--- config.mk ---
export PLATFORM = sky130hd
export DESIGN_NAME = event_reader
export DESIGN_NICKNAME = d
export VERILOG_FILES = /design/src/rtl/event_reader_pkg.sv /design/src/rtl/event_reader_rr_pick.sv /design/src/rtl/event_reader.sv
export SDC_FILE = /design/constraint.sdc
export NUM_CORES = 1
export LEC_CHECK = 0
export CELL_PAD_IN_SITES_DETAIL_PLACEMENT = 1
export CELL_PAD_IN_SITES_GLOBAL_PLACEMENT = 1
export CORE_AREA = 2 2 86 88
export DETAILED_ROUTE_END_ITERATION = 8
export DIE_AREA = 0 0 88 90
export GPL_TIMING_DRIVEN = 0
export MAX_ROUTING_LAYER = met4
export PLACE_DENSITY = 0.7
export SLEW_MARGIN = 20
export SYNTH_ARGS = -nofsm -noshare
export SYNTH_HDL_FRONTEND = slang
export SYNTH_SLANG_ARGS = --single-unit
--- constraint.sdc ---
create_clock -name clk -period 8 [get_ports clk]
set_clock_uncertainty 0.15 [all_clocks]
set_input_delay 1.6 -clock clk [delete_from_list [all_inputs] [get_ports clk]]
set_output_delay 1.6 -clock clk [all_outputs]
set_load 0.03 [all_outputs]
--- src/rtl/event_reader_pkg.sv ---
// Shared definitions for the timestamp-channel readout engine:
// FSM encodings, record header layout and settle timing.
package event_reader_pkg;

    typedef enum logic [2:0] {
        ST_IDLE   = 3'd0,
        ST_HDR    = 3'd1,
        ST_LOAD   = 3'd2,
        ST_SEND   = 3'd3,
        ST_SETTLE = 3'd4
    } state_t;

    localparam int HDR_SYNC      = 7;
    localparam int HDR_OVR       = 6;
    localparam int SETTLE_CYCLES = 2;
    localparam int REC_LEN       = 9;

    function automatic logic [7:0] make_hdr(input logic ovr, input logic [2:0] ch);
        logic [7:0] h;
        h           = '0;
        h[HDR_SYNC] = 1'b1;
        h[HDR_OVR]  = ovr;
        h[2:0]      = ch;
        return h;
    endfunction

endpackage

--- src/rtl/event_reader_rr_pick.sv ---
// Combinational round-robin priority encoder: first request at or after
// i_ptr, wrapping modulo NCHAN.
module rr_pick #(
    parameter int NCHAN = 4
) (
    input  logic [NCHAN-1:0] i_req,
    input  logic [2:0]       i_ptr,
    output logic             o_hit,
    output logic [2:0]       o_idx
);

    logic [7:0] w_req;
    logic [3:0] w_pos;

    always_comb begin
        w_req            = '0;
        w_req[NCHAN-1:0] = i_req;
        w_pos            = '0;
        o_hit            = 1'b0;
        o_idx            = '0;
        // walk from the farthest slot back toward i_ptr so the nearest request wins
        for (int i = NCHAN - 1; i >= 0; i--) begin
            w_pos = {1'b0, i_ptr} + 4'(i);
            if (w_pos >= 4'(NCHAN)) begin
                w_pos = w_pos - 4'(NCHAN);
            end
            if (w_req[w_pos[2:0]]) begin
                o_hit = 1'b1;
                o_idx = w_pos[2:0];
            end
        end
    end

endmodule

--- src/rtl/event_reader.sv ---
// Round-robin readout of timestamp channels into header+8-byte (or overrun-only)
// records on a valid/ready byte stream; all outputs registered.
module event_reader
    import event_reader_pkg::*;
#(
    parameter int NCHAN = 4
) (
    input  logic               clk,
    input  logic               rstn,
    input  logic [NCHAN-1:0]   attention,
    input  logic [NCHAN-1:0]   overrun,
    input  logic [8*NCHAN-1:0] chdata,
    output logic [2:0]         byteaddr,
    output logic [NCHAN-1:0]   unload,
    output logic [NCHAN-1:0]   clearoverrun,
    output logic [7:0]         tx_data,
    output logic               tx_valid,
    input  logic               tx_ready,
    output logic               busy
);

    state_t           r_state, w_state_nxt;
    logic [2:0]       r_ch, w_ch_nxt;
    logic             r_ovr, w_ovr_nxt;
    logic [2:0]       r_rr_ptr, w_rr_nxt;
    logic [1:0]       r_settle, w_settle_nxt;
    logic [2:0]       r_byteaddr, w_addr_nxt;
    logic [7:0]       r_tx_data, w_data_nxt;
    logic             r_tx_valid, w_valid_nxt;
    logic [NCHAN-1:0] r_unload, w_unload_nxt;
    logic [NCHAN-1:0] r_clrovr, w_clrovr_nxt;
    logic             r_busy;

    logic             w_hit;
    logic [2:0]       w_pick_idx;
    logic [NCHAN-1:0] w_pick_oh;
    logic [NCHAN-1:0] w_ch_oh;
    logic [7:0]       w_byte;
    logic             w_hs;

    rr_pick #(.NCHAN(NCHAN)) u_rr_pick (
        .i_req (attention),
        .i_ptr (r_rr_ptr),
        .o_hit (w_hit),
        .o_idx (w_pick_idx)
    );

    always_comb begin
        w_ch_oh   = '0;
        w_pick_oh = '0;
        w_byte    = '0;
        for (int k = 0; k < NCHAN; k++) begin
            w_ch_oh[k]   = (r_ch == 3'(k));
            w_pick_oh[k] = (w_pick_idx == 3'(k));
            if (r_ch == 3'(k)) begin
                w_byte = chdata[8*k +: 8];
            end
        end
    end

    assign w_hs = r_tx_valid && tx_ready;

    always_comb begin
        w_state_nxt  = r_state;
        w_ch_nxt     = r_ch;
        w_ovr_nxt    = r_ovr;
        w_rr_nxt     = r_rr_ptr;
        w_settle_nxt = r_settle;
        w_addr_nxt   = r_byteaddr;
        w_data_nxt   = r_tx_data;
        w_valid_nxt  = r_tx_valid;
        w_unload_nxt = '0;
        w_clrovr_nxt = '0;
        case (r_state)
            ST_IDLE: begin
                if (w_hit) begin
                    w_ch_nxt    = w_pick_idx;
                    w_ovr_nxt   = |(overrun & w_pick_oh);
                    w_data_nxt  = make_hdr(|(overrun & w_pick_oh), w_pick_idx);
                    w_valid_nxt = 1'b1;
                    w_state_nxt = ST_HDR;
                end
            end
            ST_HDR: begin
                if (w_hs) begin
                    w_valid_nxt = 1'b0;
                    if (r_ovr) begin
                        w_clrovr_nxt = w_ch_oh;
                        w_settle_nxt = '0;
                        w_state_nxt  = ST_SETTLE;
                    end else begin
                        w_addr_nxt  = 3'd7;
                        w_state_nxt = ST_LOAD;
                    end
                end
            end
            ST_LOAD: begin
                w_data_nxt  = w_byte;
                w_valid_nxt = 1'b1;
                w_state_nxt = ST_SEND;
            end
            ST_SEND: begin
                if (w_hs) begin
                    w_valid_nxt = 1'b0;
                    if (r_byteaddr == 3'd0) begin
                        w_unload_nxt = w_ch_oh;
                        w_settle_nxt = '0;
                        w_state_nxt  = ST_SETTLE;
                    end else begin
                        w_addr_nxt  = r_byteaddr - 3'd1;
                        w_state_nxt = ST_LOAD;
                    end
                end
            end
            ST_SETTLE: begin
                // the channels' attention lags a pop/clear, so hold off rescanning
                if (r_settle == 2'(SETTLE_CYCLES - 1)) begin
                    w_rr_nxt    = (r_ch == 3'(NCHAN - 1)) ? 3'd0 : r_ch + 3'd1;
                    w_state_nxt = ST_IDLE;
                end else begin
                    w_settle_nxt = r_settle + 2'd1;
                end
            end
            default: begin
                w_state_nxt = ST_IDLE;
            end
        endcase
    end

    always_ff @(posedge clk or negedge rstn) begin
        if (!rstn) begin
            r_state    <= ST_IDLE;
            r_ch       <= '0;
            r_ovr      <= 1'b0;
            r_rr_ptr   <= '0;
            r_settle   <= '0;
            r_byteaddr <= '0;
            r_tx_data  <= '0;
            r_tx_valid <= 1'b0;
            r_unload   <= '0;
            r_clrovr   <= '0;
            r_busy     <= 1'b0;
        end else begin
            r_state    <= w_state_nxt;
            r_ch       <= w_ch_nxt;
            r_ovr      <= w_ovr_nxt;
            r_rr_ptr   <= w_rr_nxt;
            r_settle   <= w_settle_nxt;
            r_byteaddr <= w_addr_nxt;
            r_tx_data  <= w_data_nxt;
            r_tx_valid <= w_valid_nxt;
            r_unload   <= w_unload_nxt;
            r_clrovr   <= w_clrovr_nxt;
            r_busy     <= (w_state_nxt != ST_IDLE);
        end
    end

    assign byteaddr     = r_byteaddr;
    assign unload       = r_unload;
    assign clearoverrun = r_clrovr;
    assign tx_data      = r_tx_data;
    assign tx_valid     = r_tx_valid;
    assign busy         = r_busy;

endmodule

# Word-level counts from Yosys, hierarchy flattened

Cells that the tools add are included.

Bits of input ports: 43
Register bits after elaboration: 33
Word-level logic and storage cells: 122

Equal/unequal tests: 20
Magnitude comparators: 8
Bitwise logic cells: 1
Reduce and logical (&&, ||, !) cells: 18
Muxes and demuxes: 54
Add/subtract/negate cells: 10

Operator list:

| cell                  | number |
|---|---|
| $mux W3               | 19 |
| $mux W8               | 5 |
| $mux W4               | 6 |
| $eq A3 B2 Y1 const B  | 6 |
| $lt A3 B4 Y1 const B  | 4 |
| $pmux W8 S2           | 1 |
| $pmux W3 S5           | 1 |
| $ne A2 B2 Y1 const B  | 7 |
| $bmux W1 S3           | 4 |
| $ge A4 B3 Y1 const B  | 3 |
| $logic_not A3 Y1      | 4 |
| $sub A3 B3 Y3 const B | 4 |
| $mux W1               | 10 |
| $mux W2               | 5 |
| $eq A3 B1 Y1 const B  | 3 |
| $reduce_bool A3 Y1    | 3 |
| $add A3 B2 Y4 const B | 2 |
| $pmux W2 S3           | 1 |
| $pmux W3 S2           | 1 |
| $reduce_and A2 Y1     | 3 |
| $reduce_and A6 Y1     | 1 |
| $reduce_and A5 Y1     | 1 |
| $add A3 B1 Y4 const B | 1 |
| $and A4 B4 Y4         | 1 |
| other kinds (13)      | 15 |

# Depth between registers and ports, before layout

Word-level depth: 14
Depth in mapped cells: 11
Gate-level depth less buffers: 9

# By module

Synthesis repeated with hierarchy kept, for this count alone.

Cell total of the unflattened synthesis: 220
Area, all modules: 2093.3 um2

By module, submodules not included:

| module       | instances | cells each | area each (um2) | sequential area each (um2) |
|---|---|---|---|---|
| event_reader | 1         | 183        | 1783.0          | 825.8 |
| rr_pick      | 1         | 37         | 310.3           | 0.0 |

# Worst setup path before layout

Ideal clock, no wire load.

Path kind: input to register
From: in attention[0]
To: reg r_busy (netlist: busy)
Library setup time: 131 ps
Slack: 4434 ps
Data arrival time: 3285 ps
Stages: 7
Cells stage by stage: mux2i_1 -> o21ba_1 -> or4_4 -> o211ai_4 -> and2_4 -> nand2_2 -> or3_1

Cells in the longest elaborated chain, start to end: 9
Elaborated cells between the ends (all ways): 15
Those cells by class: mux (14); reduce/logical (1)

RTL lines:

| item                          | line                       | source |
|---|---|---|
| start: declaration            | event_reader.sv:10         | `input logic [NCHAN-1:0] attention,` |
| $bmux W1 S3                   | event_reader_rr_pick.sv:27 | `if (w_req[w_pos[2:0]]) begin` |
| $mux W1 (implied by the code) | event_reader_rr_pick.sv:27 |  |
| $mux W1 (3 in a row)          | event_reader_rr_pick.sv:27 |  |
| $mux W1 *                     | event_reader_rr_pick.sv:27 |  |
| $mux W3 *                     | event_reader.sv:76         | `if (w_hit) begin` |
| $pmux W3 S5 *                 | event_reader.sv:74         | `case (r_state)` |
| via w_state_nxt[0]            | event_reader.sv:22         | `state_t r_state, w_state_nxt;` |
| $reduce_bool A3 Y1 *          | event_reader.sv:154        | `r_busy <= (w_state_nxt != ST_IDLE);` |
| end signal: assignment        | event_reader.sv:154        |  |
| end: declaration              | event_reader.sv:32         | `logic r_busy;` |

The timed path passes the listed nets; every way through them passes the cells marked *. The select of a mux whose other input is x is not followed.
A chain may end at the register's enable or synchronous reset.

# Final worst setup path

From: in attention[1]
To: reg r_busy (netlist: busy)

Same word-level chain as after synthesis.

==> impl_metrics.csv <==
group,metric,value,unit
power_and_ir_drop,p_leak,1.20,nW
detailed_routing,wire_per_inst,14.1,um
floorplan,io-pin-count,64,
timing,tns,0,ps
timing,finalHoldWorstSlack,338,ps
finish,post-route-util,41.0,%
detailed_routing,first_iter_violations,111,
setup_path,cp_max_fo,10,
timing,min_period_over_period,50.6,%
logic_synthesis,synthTopCellsByCount,"dfrtp_1, nor2_1, a21oi_1, nand2_1, o21ai_0",
timing,period_minus_slack,4050,ps
clock_network,cts.repair.resized,0,
timing,finalSetupViolations,0,
timing,tightest_slew,552,ps
logic_synthesis,syn-num-nets,284,
floorplan,core_area,7020,um^2
floorplan,rows,31,
grt,antenna_found_initial,0,
setup_path,crit_arrival,4070,ps
setup_path,end_kind,"register",
timing,slew_headroom,62.1,%
clock_network,clkTransAtPathRegs,70,ps
clock_network,cts_tree,"built",
logic_synthesis,synth_cells,232,
logic_synthesis,synth-edff-count,0,
floorplan,die-area,7920,um^2
floorplan,dieHeight,90,um
setup_path,r2r_slack,4860,ps
detailed_routing,ant_nets,0,
logic_synthesis,ys_async_sr_fraction,100,%
logic_synthesis,synth_top_area_share,40.8,%
logic_synthesis,yosys-top-cells-area,"dfrtp_1, ha_1, nor2_1",
timing,fin_ws,3950,ps
timing,rsz0062_at_grt,"no",
finish,layout-drive-gt1-share,6.91,%
finish,syn2layout_area_growth,42.3,%
logic_synthesis,syn_area_per_cell,8.73,um^2
setup_path,worstPathRequired,8020,ps
logic_synthesis,synthFlopType,"dfrtp_1",
grt,grt_first_pass_wirelength,9.32,mm
detailed_routing,dr.pass1.iters,4,
clock_network,clock_path_buffers,2,
finish,n_fill_cell,848,
floorplan,start_util,28.8,%
clock_network,numCtsBuffers,5,
setup_path,start_kind,"input pin",
setup_path,reg2regPathDepth,11,
detailed_routing,wirelength,5.67,mm
worst_hold_path,hold_path_end,"r_settle[0]",
grt,grt_start_max_net_pins,29,
clock_network,cts.hold.buffers_added,0,
logic_synthesis,yosysSeqAreaShare,40.8,%
job,cap_violations,0,
worst_hold_path,hp-class,"register to register",
clock_network,cts_sinks,33,
detailed_routing,num_vias,1938,
finish,diodes,0,
logic_synthesis,synth_top_cell_by_area,"dfrtp_1",
setup_path,max_stage_delay,480,ps
finish,final_nets,355,
place,dp_hpwl,4.62,mm
detailed_routing,viasPerCell,4.81,
power_and_ir_drop,powerDensity,314,nW/um^2
logic_synthesis,synthMostInstantiatedCell,"dfrtp_1",
logic_synthesis,yosysWarnings,0,
timing,finalHoldViolCount,0,
clock_network,cts_root_buf,"clkbuf_8",
timing,clock.fmax,247,MHz
setup_path,r2r-start,"r_rr_ptr[0]",
clock_network,clk-insertion-delay-late,290,ps
timing,slew_violations,0,
clock_network,htree_levels,2,
clock_network,post_cts_buffers,0,
grt,track_usage,15.4,%
outcome,outcome,"finished, final reports clean",
setup_path,critical_path_class,"input pin to register",
floorplan,die_width,88,um
grt,grt_overflow,0,
grt,grt_pass1_vias,2026,
setup_path,regToRegEndpoint,"r_ovr",
detailed_routing,post-route-drc-count,0,
worst_hold_path,hold_start,"r_settle[0]",
setup_path,critical_path.slowest_cell,"mux2i_1",
setup_path,cp_cell_sequence,"clkdlybuf4s50_1 -> mux2i_1 -> a21oi_1 -> or3b_1 -> o211ai_4 -> and2_4 -> nand2_2 -> or3_1",
logic_synthesis,synth_seq_cells,33,
place,pre_cts_ws,3640,ps
worst_hold_path,holdPathStages,1,
power_and_ir_drop,vdd_ir_drop_max,0.0000942,V
logic_synthesis,yosysUniqueCellTypes,41,
place,gp_congestion,0.808,
logic_synthesis,synth_area,2020,um^2
place,numPortBuffers,63,
-- how the worst max path moves through the flow --
| stage | startpoint | end | slack [ps] |
|---|---|---|---|
| 3_5_place_dp | attention[1] | busy | 3640 |
| 6_report | attention[1] | busy | 3950 |
| 5_1_grt | attention[1] | busy | 3720 |
| 2_1_floorplan | attention[0] | busy | 4430 |
| 3_3_place_gp | attention[1] | busy | 3630 |
| 4_1_cts | attention[1] | busy | 3940 |
-- metrics by stage --
step                      cells  power, mW  area, um^2
after floorplan             232      0.614        2020
after global placement      394      0.777        2780
after detailed placement    395      0.790        2790
after CTS                   403      0.917        2880
after global routing        403      0.983        2880
final                       403      0.904        2880
-- cell families (layout without fill, tap and decap cells) --
| family | Yosys count | in the layout | synth area share [%] |
|---|---|---|---|
| AOI/OAI and AO/OA | 66 | 66 | 21.0 |
| DFF | 33 | 33 | 40.8 |
| muxes | 10 | 10 | 5.69 |
| adders and majority gates | 9 | 9 | 5.56 |
| and+or+nand+nor | 92 | 92 | 22.4 |
| buffers and inverters | 22 | 94 | 4.57 |
-- area by class of cell --
| cell class | instances | area, um^2 | share of cell area, % |
|---|---|---|---|
| buffer | 9 | 43.8 | 1.52 |
| clock buffer | 5 | 68.8 | 2.39 |
| clock inverter | 3 | 17.5 | 0.608 |
| inverter | 13 | 48.8 | 1.69 |
| multi-input combinational | 177 | 1110 | 38.4 |
| sequential | 33 | 826 | 28.7 |
| tap | 99 | 124 | 4.30 |
| timing repair buffer | 64 | 646 | 22.4 |
-- cells in the final DEF, fill, tap and decap left out, types with 2 or more instances in the layout --
cell type        instances
ha_1                     9
clkbuf_8                 5
clkbuf_1                 6
nor2b_1                  5
a22oi_1                  8
o22ai_1                  2
a31oi_1                  2
mux2i_1                  7
mux2_2                   2
nor2_1                  29
clkinv_2                 2
o211ai_1                 3
buf_2                    2
o21ai_0                 15
a21oi_1                 20
nand3b_1                 3
clkdlybuf4s50_1         62
nand2_1                 20
nand2b_1                 8
dfrtp_1                 33
nor3_1                   4
nand4_1                  2
inv_1                   13
and2_1                   3
or3_1                    2
a211oi_1                 8
nand3_1                 10
-- flip-flops by register name (all words and copies together), names as in the netlist, 2 cells and up --
name / flops
r_settle: 2
unload: 4
clearoverrun: 4
r_state: 3
tx_data: 8
r_ch: 3
r_rr_ptr: 3
byteaddr: 3
-- power breakdown --
group / total, mW / switching [mW] / internal, mW
Combinational: 0.526 / 0.306 / 0.220
Clock: 0.124 / 0.0641 / 0.0600
Sequential: 0.254 / 0.0396 / 0.214
Total: 0.904 / 0.410 / 0.494
-- metal layers --
metal / share of wire [%] / wire [um] / global-route usage, %
met1: 44 / 2470 / 18.1
met2: 49 / 2790 / 25.6
met3: 6.3 / 356 / 4.41
met4: 1.0 / 58 / 3.85
met5: 0 / 0 / -
-- worst max-delay path, delay by kind of cell --
family | cells | cell delay (ps)
buffers and inverters | 1 | 450
AOI/OAI and AO/OA | 2 | 430
and+or+nand+nor | 4 | 1100
muxes | 1 | 480
No activity file was read; power rests on OpenSTA's default activity.
